===== src/rtl/pwm_pkg.sv =====
// Shared constants and types for the multi-channel PWM peripheral.
// Register index decode helpers operate on addr[23:16].
package pwm_pkg;

  localparam logic [7:0] GEN_A     = 8'h00;
  localparam logic [7:0] DONE_A    = 8'h01;
  localparam logic [7:0] CH_BASE   = 8'h10;
  localparam logic [7:0] CH_STRIDE = 8'd4;

  localparam logic [7:0] PER_O = 8'd0;
  localparam logic [7:0] DUT_O = 8'd1;
  localparam logic [7:0] CTL_O = 8'd2;
  localparam logic [7:0] CNT_O = 8'd3;

  localparam int INV_B     = 0;
  localparam int ONESHOT_B = 1;

  typedef enum logic {
    IDLE = 1'b0,
    RUN  = 1'b1
  } pwm_state_e;

  function automatic logic [7:0] ch_of(input logic [7:0] idx);
    return (idx - CH_BASE) / CH_STRIDE;
  endfunction

  function automatic logic [7:0] off_of(input logic [7:0] idx);
    return (idx - CH_BASE) % CH_STRIDE;
  endfunction

endpackage


===== src/rtl/pwm_multi_chan.sv =====
// One PWM channel: IDLE/RUN state, counter, active period/duty and output flop.
// The output flop is fed from next-state values so pwm lines up with cnt.
module pwm_chan
  import pwm_pkg::*;
#(
  parameter int CNT_W = 32
) (
  input  logic             clk,
  input  logic             rst,
  input  logic             en,
  input  logic [CNT_W-1:0] per_sh,
  input  logic [CNT_W-1:0] dut_sh,
  input  logic [1:0]       ctrl,
  output logic             pwm,
  output logic [CNT_W-1:0] cnt,
  output logic             done_pulse
);

  localparam logic [CNT_W-1:0] ONE_C = {{(CNT_W-1){1'b0}}, 1'b1};

  pwm_state_e       state_r, state_s;
  logic [CNT_W-1:0] cnt_r, cnt_s;
  logic [CNT_W-1:0] per_r, per_s;
  logic [CNT_W-1:0] dut_r, dut_s;
  logic             pwm_r;
  logic             done_s;
  logic             end_s;
  logic             lvl_s;

  // next-state, active-register reload and one-shot completion
  always_comb begin
    state_s = state_r;
    cnt_s   = cnt_r;
    per_s   = per_r;
    dut_s   = dut_r;
    done_s  = 1'b0;
    end_s   = (per_r != '0) && (cnt_r == (per_r - ONE_C));
    case (state_r)
      IDLE: begin
        cnt_s = '0;
        if (en) begin
          state_s = RUN;
          per_s   = per_sh;
          dut_s   = dut_sh;
        end else begin
          state_s = IDLE;
        end
      end
      RUN: begin
        if (!en) begin
          state_s = IDLE;
          cnt_s   = '0;
        end else if (per_r == '0) begin
          // zero period parks the counter until a usable shadow appears
          cnt_s = '0;
          if (per_sh != '0) begin
            per_s = per_sh;
            dut_s = dut_sh;
          end else begin
            per_s = per_r;
          end
        end else if (end_s) begin
          cnt_s = '0;
          per_s = per_sh;
          dut_s = dut_sh;
          if (ctrl[ONESHOT_B]) begin
            state_s = IDLE;
            done_s  = 1'b1;
          end else begin
            state_s = RUN;
          end
        end else begin
          cnt_s = cnt_r + ONE_C;
        end
      end
      default: begin
        state_s = IDLE;
        cnt_s   = '0;
      end
    endcase
    lvl_s = (state_s == RUN) && (per_s != '0) && (cnt_s < dut_s);
  end

  // channel state and output registers
  always_ff @(posedge clk) begin
    if (rst) begin
      state_r <= IDLE;
      cnt_r   <= '0;
      per_r   <= '0;
      dut_r   <= '0;
      pwm_r   <= 1'b0;
    end else begin
      state_r <= state_s;
      cnt_r   <= cnt_s;
      per_r   <= per_s;
      dut_r   <= dut_s;
      pwm_r   <= lvl_s ^ ctrl[INV_B];
    end
  end

  assign pwm        = pwm_r;
  assign cnt        = cnt_r;
  assign done_pulse = done_s;

endmodule


===== src/rtl/pwm_multi.sv =====
// Multi-channel PWM peripheral: bus decode, shadow/GEN/DONE registers and read mux.
// Channels are instantiated from pwm_chan; shadows apply at each period boundary.
module pwm_multi
  import pwm_pkg::*;
#(
  parameter int NUM_CH = 4,
  parameter int CNT_W  = 32
) (
  input  logic              clk,
  input  logic              rst,
  input  logic              we_i,
  input  logic [31:0]       addr_i,
  input  logic [31:0]       data_i,
  output logic [31:0]       data_o,
  output logic [NUM_CH-1:0] pwm_o
);

  logic [7:0]        idx_s;
  logic [7:0]        ch_s;
  logic [7:0]        off_s;
  logic              ch_hit_s;
  logic [NUM_CH-1:0] wr_ch_s;
  logic [NUM_CH-1:0] gen_r;
  logic [NUM_CH-1:0] done_r;
  logic [NUM_CH-1:0] done_pulse_s;
  logic [CNT_W-1:0]  per_sh_r [NUM_CH];
  logic [CNT_W-1:0]  dut_sh_r [NUM_CH];
  logic [1:0]        ctl_r    [NUM_CH];
  logic [CNT_W-1:0]  cnt_s    [NUM_CH];
  logic [31:0]       ch_rd_s  [NUM_CH];
  logic [31:0]       rd_s;
  logic              unused_s;

  assign idx_s    = addr_i[23:16];
  assign ch_s     = ch_of(idx_s);
  assign off_s    = off_of(idx_s);
  assign ch_hit_s = (idx_s >= CH_BASE) && (ch_s < 8'(NUM_CH));
  assign unused_s = ^{addr_i[31:24], addr_i[15:0], data_i};

  // per-channel write strobes
  always_comb begin
    wr_ch_s = '0;
    for (int c = 0; c < NUM_CH; c++) begin
      wr_ch_s[c] = we_i && ch_hit_s && (ch_s == 8'(c));
    end
  end

  // register file; software GEN writes win over one-shot clears, DONE sets win over W1C
  always_ff @(posedge clk) begin
    if (rst) begin
      gen_r  <= '0;
      done_r <= '0;
      for (int c = 0; c < NUM_CH; c++) begin
        per_sh_r[c] <= '0;
        dut_sh_r[c] <= '0;
        ctl_r[c]    <= 2'b00;
      end
    end else begin
      if (we_i && (idx_s == GEN_A)) begin
        gen_r <= data_i[NUM_CH-1:0];
      end else begin
        gen_r <= gen_r & ~done_pulse_s;
      end
      if (we_i && (idx_s == DONE_A)) begin
        done_r <= (done_r & ~data_i[NUM_CH-1:0]) | done_pulse_s;
      end else begin
        done_r <= done_r | done_pulse_s;
      end
      for (int c = 0; c < NUM_CH; c++) begin
        if (wr_ch_s[c]) begin
          case (off_s)
            PER_O:   per_sh_r[c] <= data_i[CNT_W-1:0];
            DUT_O:   dut_sh_r[c] <= data_i[CNT_W-1:0];
            CTL_O:   ctl_r[c]    <= data_i[1:0];
            default: ;
          endcase
        end
      end
    end
  end

  for (genvar g = 0; g < NUM_CH; g++) begin : g_ch
    pwm_chan #(
      .CNT_W(CNT_W)
    ) u_chan (
      .clk       (clk),
      .rst       (rst),
      .en        (gen_r[g]),
      .per_sh    (per_sh_r[g]),
      .dut_sh    (dut_sh_r[g]),
      .ctrl      (ctl_r[g]),
      .pwm       (pwm_o[g]),
      .cnt       (cnt_s[g]),
      .done_pulse(done_pulse_s[g])
    );
  end

  // per-channel register word selected by the offset
  always_comb begin
    for (int c = 0; c < NUM_CH; c++) begin
      case (off_s)
        PER_O:   ch_rd_s[c] = 32'(per_sh_r[c]);
        DUT_O:   ch_rd_s[c] = 32'(dut_sh_r[c]);
        CTL_O:   ch_rd_s[c] = 32'(ctl_r[c]);
        CNT_O:   ch_rd_s[c] = 32'(cnt_s[c]);
        default: ch_rd_s[c] = 32'h0;
      endcase
    end
  end

  // read mux; forced to zero while in reset
  always_comb begin
    rd_s = 32'h0;
    if (rst) begin
      rd_s = 32'h0;
    end else if (idx_s == GEN_A) begin
      rd_s = 32'(gen_r);
    end else if (idx_s == DONE_A) begin
      rd_s = 32'(done_r);
    end else if (ch_hit_s) begin
      for (int c = 0; c < NUM_CH; c++) begin
        rd_s = rd_s | ((ch_s == 8'(c)) ? ch_rd_s[c] : 32'h0);
      end
    end else begin
      rd_s = 32'h0;
    end
  end

  assign data_o = rd_s;

endmodule


===== config.mk =====
export PLATFORM = sky130hd
export DESIGN_NAME = pwm_multi
export DESIGN_NICKNAME = d
export VERILOG_FILES = /design/src/rtl/pwm_pkg.sv /design/src/rtl/pwm_multi_chan.sv /design/src/rtl/pwm_multi.sv
export SDC_FILE = /design/constraint.sdc
export NUM_CORES = 2
export LEC_CHECK = 0
export ABC_AREA = 0
export BUFFER_PORTS_ARGS = -buffer_cell sky130_fd_sc_hd__buf_2
export CAP_MARGIN = 40
export CORE_UTILIZATION = 49
export DETAILED_ROUTE_END_ITERATION = 7
export PLACE_DENSITY_LB_ADDON = 0.08
export SYNTH_ARGS = -nofsm -noshare
export SYNTH_HDL_FRONTEND = slang
export SYNTH_SLANG_ARGS = --single-unit

===== constraint.sdc =====
create_clock -name clk -period 7.42 [get_ports clk]
set_input_delay 0.742 -clock clk [delete_from_list [all_inputs] [get_ports clk]]
set_output_delay 0.742 -clock clk [all_outputs]
set_load 0.005 [all_outputs]

# ---- Yosys cells after proc, flatten, opt, wreduce, memory -nomap -nowiden
# Memory sizes are Yosys's and may differ from the RTL's.
# Index checks and enable logic that the tools add are counted.
dict set report totals {
  wordCells 294
  in_bits 67
  memories 3
  mem_bits_rw 264
  out_inout_bits 36
  register_bits 400
}
# memory words width read_ports rd_clocked_by_memory_dff wr line
set mem_list {}
lappend mem_list {dut_sh_r 4 32 4 0 4 pwm_multi.sv:27} ;# logic [CNT_W-1:0] dut_sh_r [NUM_CH];
lappend mem_list {per_sh_r 4 32 4 0 4 pwm_multi.sv:26} ;# logic [CNT_W-1:0] per_sh_r [NUM_CH];
lappend mem_list {ctl_r 4 2 4 0 4 pwm_multi.sv:28} ;# logic [1:0] ctl_r [NUM_CH];
dict set report classes {
  n_reduce_logical 39
  order_cmp 6
  n_addsub 9
  n_mux 175
  n_eq_ne 11
  n_bitwise 29
}
# op count
set op_table {}
lappend op_table {{$mux 32} 68}
lappend op_table {{$pmux 32 s2} 12}
lappend op_table {{$pmux 32 s4} 4}
lappend op_table {{$reduce_bool 32->1} 12}
lappend op_table {{$add 32x1->32 const B} 4}
lappend op_table {{$eq 32x32->1} 4}
lappend op_table {{$logic_not 32->1} 4}
lappend op_table {{$lt 32x32->1} 4}
lappend op_table {{$sub 32x1->32 const B} 4}
lappend op_table {{$or 32x32->32} 3}
lappend op_table {{$mux 1} 81}
lappend op_table {{$logic_not 8->1} 3}
lappend op_table {{$logic_and 1x1->1} 20}
lappend op_table {{$eq 6x2->1 const B} 2}
lappend op_table {{$or 1x1->1} 12}
lappend op_table {{$and 4x4->4} 2}
lappend op_table {{$eq 8x1->1 const B} 1}
lappend op_table {{$ge 8x5->1 const B} 1}
lappend op_table {{$mux 2} 4}
lappend op_table {{$mux 4} 2}
lappend op_table {{$not 4->4} 2}
lappend op_table {{$or 4x4->4} 2}
lappend op_table {{$pmux 1 s2} 4}
lappend op_table {{$sub 8x5->8 const B} 1}
lappend op_table {{other kinds (6)} 13}

# ---- Logic depth before layout (Yosys ltp)
dict set report depth {
  word_depth 11
  mapped_depth 27
  depth_no_buf 24
}

# ---- Modules after synthesis
# A second synthesis with hierarchy kept.
dict set report unflattened {
  hier_cells 4099
  hier_area_um2 38673.3
}
# module seq_area_each_um2 instances cells_per_inst area_per_inst_um2
set by_module_without_submodules {}
lappend by_module_without_submodules {pwm_multi 8087.8 1 1203 13974.7}
lappend by_module_without_submodules {{pwm_chan (g_ch[0].u_chan ...)} 1961.9 2 723 6198.4}
lappend by_module_without_submodules {{pwm_chan (g_ch[2].u_chan ...)} 1961.9 2 725 6150.9}

# ---- Worst setup path before layout
# OpenSTA, ideal clock, no wires.
dict set report synth_path {
  path_type {register to register}
  start {register g_ch[2].u_chan.per_r[5]}
  end {register g_ch[2].u_chan.pwm_r}
  period_less_slack_ns 5.969
  n_path_buf 4
  path_slack_ns 1.451
  setup_ns 0.123
  path_stages_with_launch 27
  arrival_ns 5.845
  required_time_ns 7.297
  cell_sequence {dfxtp_1 -> clkbuf_1 -> or4_1 -> buf_2 -> or3_4 -> nor4_1 -> xnor2_1 -> nand2_1 -> or4_1 -> nor4_4 -> nand4b_1 -> buf_2 -> buf_1 -> nor2_1 -> ha_1 -> a21o_1 -> a21o_1 -> a21o_1 -> a21o_1 -> a21o_1 -> a21o_1 -> a21o_1 -> a22oi_1 -> and3_1 -> o31ai_1 -> a41oi_1 -> mux2_1}
}
dict set report synth_via {
  elab_cells_between_ends 28
  classes_between {add/sub: 1; order compare: 1; eq/ne: 1; mux: 18; bitwise: 1; reduce/logical: 6}
}
# item line
set synth_lines {}
lappend synth_lines {{start, declared} pwm_multi_chan.sv:23} ;# logic [CNT_W-1:0] per_r, per_s;
lappend synth_lines {{start signal, assigned} pwm_multi_chan.sv:95} ;# per_r <= per_s;
lappend synth_lines {{$sub 32x1->32} pwm_multi_chan.sv:37} ;# end_s = (per_r != '0) && (cnt_r == (per_r - ONE_C));
lappend synth_lines {{$eq 32x32->1} pwm_multi_chan.sv:37}
lappend synth_lines {{$logic_and 1x1->1} pwm_multi_chan.sv:37}
lappend synth_lines {{$mux 32} pwm_multi_chan.sv:62} ;# end else if (end_s) begin
lappend synth_lines {{$mux 32 (*)} pwm_multi_chan.sv:53} ;# end else if (per_r == '0) begin
lappend synth_lines {{$mux 32 (*)} pwm_multi_chan.sv:50} ;# if (!en) begin
lappend synth_lines {{$pmux 32 s2 (*)} pwm_multi_chan.sv:38} ;# case (state_r)
lappend synth_lines {{net g_ch[2].u_chan.cnt_s[17]} pwm_multi_chan.sv:22} ;# logic [CNT_W-1:0] cnt_r, cnt_s;
lappend synth_lines {{$lt 32x32->1 (*)} pwm_multi_chan.sv:81} ;# lvl_s = (state_s == RUN) && (per_s != '0) && (cnt_s < dut_s);
lappend synth_lines {{$logic_and 1x1->1 (*)} pwm_multi_chan.sv:81}
lappend synth_lines {{$xor 1x1->1 (*)} pwm_multi_chan.sv:97} ;# pwm_r <= lvl_s ^ ctrl[INV_B];
lappend synth_lines {{end signal, assigned} pwm_multi_chan.sv:97}
lappend synth_lines {{end, declared} pwm_multi_chan.sv:25} ;# logic pwm_r;
# Mark *: on every way through the listed nets, which the timed path passes. The rest lies on a longest branch.
# A chain may end at the register's enable or synchronous reset.

# ---- Worst setup path in the final report
dict set report layout_path {
  start {register g_ch[0].u_chan.per_r[15]}
  end {register g_ch[0].u_chan.pwm_r}
}
dict set report layout_via {
  elab_chain_len 11
  elab_cells_between_ends 28
  classes_between {add/sub: 1; order compare: 1; eq/ne: 1; mux: 18; bitwise: 1; reduce/logical: 6}
}
# item line
set layout_rtl {}
lappend layout_rtl {{start, declared} pwm_multi_chan.sv:23}
lappend layout_rtl {{start signal, assigned} pwm_multi_chan.sv:95}
lappend layout_rtl {{parallel branches: the longest is 9 deep, another holds $sub 32x1->32} n/a}
lappend layout_rtl {{$logic_and 1x1->1 (*)} pwm_multi_chan.sv:81}
lappend layout_rtl {{$xor 1x1->1 (*)} pwm_multi_chan.sv:97}
lappend layout_rtl {{end signal, assigned} pwm_multi_chan.sv:97}
lappend layout_rtl {{end, declared} pwm_multi_chan.sv:25}
# Mark *: on every way between the ends.

==> impl_metrics.json <==
{
  "status": "finished, final reports clean",
  "period_share_pct": 92.2,
  "cts.sinks": 664,
  "synthAdderAreaFrac_pct": 4.54,
  "synth_top_family_by_area": "simple AND/OR/NAND/NOR gates",
  "netlist_area_um2": 37400,
  "numCtsBuffers": 76,
  "slowest_stage": "or4_1",
  "crit_chain": "or4_1 > nor4_2 > nand4_1 > o21ai_1 > nor2_1 > o32a_1 > nor4_1 > o21a_2 > buf_4 > mux2i_1 > ha_1 > a21o_1 > a21o_1 > a21o_1 > a21o_1 > a21o_1 > a21o_1 > a21oi_1 > or2_2 > nand3_1 > a211oi_1 > o31ai_1 > mux2_1",
  "synthMuxAreaShare_pct": 9.88,
  "ctsHoldBuffers": 0,
  "tns_ns": 0,
  "fin_nets": 4228,
  "synthesis.nets": 4259,
  "wl_met3_mm": 9.77,
  "detail_route.first_pass.iterations": 6,
  "finalHoldViolations": 0,
  "switching_power_mw": 1.91,
  "tightest_slew_ns": 0.954,
  "synth-xor-area-share_pct": 6.88,
  "setup.worst_path.start": "g_ch[0].u_chan.per_r[15]",
  "p_clk_share_pct": 47.4,
  "swShare_pct": 23.3,
  "crit_path_start_kind": "flip-flop",
  "grtUsageTotal_pct": 32.1,
  "via_count": 30400,
  "share_seq_of_total_power_pct": 48.2,
  "synthArstFlopShare_pct": 0,
  "hold_ws_ns": 0.461,
  "synthToLayoutAreaGrowth_pct": 10.7,
  "initial_utilization_pct": 49.9,
  "core_region_area_um2": 75100,
  "cp.required_ns": 7.93,
  "drv_slew": 0,
  "cpPeakStageDelay_ns": 0.66,
  "hp-start": "done_r[2]",
  "clk_latency_ns": 0.62,
  "crit_top_cell": "a21o_1",
  "power_mw": 8.21,
  "place_inst": 4914,
  "drtIter0Drc": 3050,
  "synth_cells": 4056,
  "ys_types": 90,
  "final_common_cell": "nor2_1",
  "ant_nets": 0,
  "reg2reg_from": "g_ch[0].u_chan.per_r[15]",
  "p_per_area_nw_per_um2": 198,
  "via_per_inst": 6.01,
  "final-instance-count-excl-fill": 5062,
  "fin_area_um2": 41500,
  "combPwrFrac_pct": 4.5,
  "wl_met1_mm": 58.2,
  "cts_max_path_buffers": 3,
  "post-dp-hpwl_mm": 90.2,
  "crit_type": "reg2reg",
  "ir_worst_vdd_v": 0.000180,
  "cts.clk_slew.worst_paths_ns": 0.06,
  "antenna_found_initial": 9,
  "syn_avg_cell_area_um2": 9.23,
  "die_area_um2": 77500,
  "place_ws_ns": 0.757,
  "clock_skew_ns": 0.0268,
  "yosysWarnings": 0,
  "holdCritPathClass": "reg2reg",
  "cellLeakagePower_nw": 16.6,
  "ys_ff_latch": 664,
  "wl_per_cell_um": 24.8,
  "drc": 0,
  "internal_power_mw": 6.29,
  "drive_gt1_share_pct": 8.13,
  "layout_setup_ws_ns": 0.581,
  "post-route-util_pct": 55.2,
  "num_rows": 100,
  "yosys.area_share.simple_pct": 23.9,
  "synth-compound-area-share_pct": 9.16,
  "crit_path_end_kind": "flip-flop",
  "synth_seq_area_share_pct": 42.6,
  "rsz0062_at_grt": "no",
  "cap_violations": 0,
  "grt_pass1_vias": 28100,
  "cp_max_fo": 18,
  "io_pins": 103,
  "io_buffers": 78,
  "arrival_ns": 7.35,
  "top_layer_used": "met4",
  "synth-main-ff-cell": "dfxtp_1",
  "gp_congestion": 0.960,
  "routed_wl_mm": 125,
  "period_minus_slack_ns": 6.84,
  "cts_tree": "built",
  "mostFrequentLayoutCells": "477 x nor2_1, 400 x dfxtp_1, 355 x nand2_1",
  "relSlewSlack_pct": 35.9,
  "grt_pass1_wl_mm": 185,
  "fmax_mhz": 146,
  "grt_start_max_net_pins": 174,
  "ctsRootBufferMaster": "clkbuf_16",
  "synth_edf_count": 264,
  "h-tree-depth": 3,
  "die_h_um": 278,
  "finalSetupViolations": 0,
  "die_w_um": 278,
  "grt_overflow": 0,
  "placed_cell_area_um2": 38900,
  "wl_met2_mm": 52.7
}
final timing paths:
path	cells after the start	slack (ns)	endpoint
worst min register to register	2	0.46	done_r[2]
worst min-delay path	2	0.46	done_r[2]
worst max register to register	23	0.58	g_ch[0].u_chan.pwm
worst max-delay path	23	0.58	g_ch[0].u_chan.pwm
power groups by stage:
stage,registers [mW],logic [mW],clock network [mW]
after floorplan,3.98,0.190,0
after global placement,4.03,0.354,0
after detailed placement,4.03,0.360,0
after CTS,3.95,0.361,3.92
after global routing,3.96,0.383,4.07
final,3.95,0.368,3.89
what timing repair did:
action / in CTS / in global routing
setup endpoints to repair: 0 / 1
resized for setup: 0 / 1
setup buffers: 0 / 0
worst max-delay path: cells and delay by family, from the launching register on:
family / cells / cell delay (ns)
AOI/OAI and AO/OA: 12 / 2.65
and+or+nand+nor: 7 / 2.30
muxes: 2 / 0.63
buffers and inverters: 1 / 0.43
DFF: 1 / 0.40
adders and majority gates: 1 / 0.29
Yosys cell counts, types with 6 or more instances:
cell       instances  share of area (%)
a32oi_1            6               0.14
or3_1             23               0.38
and3_1            47               0.79
xnor2_1          157                3.7
buf_1             31               0.31
xor2_1           137                3.2
a31oi_1           51               0.85
o31ai_1            9               0.18
o21ai_1            6              0.080
nor3b_1            8               0.16
buf_2             22               0.29
nor4_1            85                1.4
and4_1            14               0.33
a21o_1            58                1.2
or4_1             27               0.54
dfxtp_1          400                 21
nor4_2             6               0.20
a22oi_1           34               0.68
o2111ai_1          7               0.16
nand2_1          356                3.6
clkbuf_1         202                2.0
nor2_1           480                4.8
nor2b_1           27               0.45
mux4_2             8               0.48
nand3b_1           8               0.16
o21bai_1          15               0.30
and2_1           267                4.5
edfxtp_1         264                 21
a2111oi_0          6               0.14
nor3_1           202                2.7
or2_2             14               0.23
a21oi_1           81                1.1
nor4b_1            9               0.21
inv_1             38               0.38
a21boi_0           8               0.16
nand4_1           70                1.2
o21a_1             9               0.18
o21ai_0          158                2.1
nand2b_1          25               0.42
a211oi_1          11               0.22
mux2i_1          345                9.2
ha_1             136                4.5
nand3_1           85                1.1
flip-flops by register name, indices dropped and copies added, names as in the netlist, 8 cells and up:
| name | cells |
|---|---|
| g_ch.u_chan.dut_r | 128 |
| per_sh_r | 128 |
| g_ch.u_chan.per_r | 128 |
| g_ch.u_chan.cnt | 128 |
| ctl_r | 8 |
| dut_sh_r | 128 |
kinds of logic (layout without fill, tap and decap cells):
kind of cell / after synthesis / after routing
simple gates: 1780 / 1780
flops: 664 / 664
compound gates: 525 / 525
mux: 359 / 359
buf+inv: 298 / 327
xor+xnor: 294 / 294
fa+ha+maj: 136 / 136
other cells: 0 / 8
layer usage:
metal	GRT usage [%]	up-vias
met5	0	-
li1	-	14400
met1	46.7	14700
met4	11.0	0
met3	5.87	165
met2	47.5	1071
layout make-up:
class	instances	area, µm²
Fill cell	6886	33600
Multi-Input combinational cell	3094	20500
Antenna cell	8	20.0
Timing Repair Buffer	151	1140
Clock inverter	25	333
Tap cell	969	1210
Clock buffer	113	2210
Inverter	38	143
Sequential cell	664	15900
(Power assumes the default switching activity.)
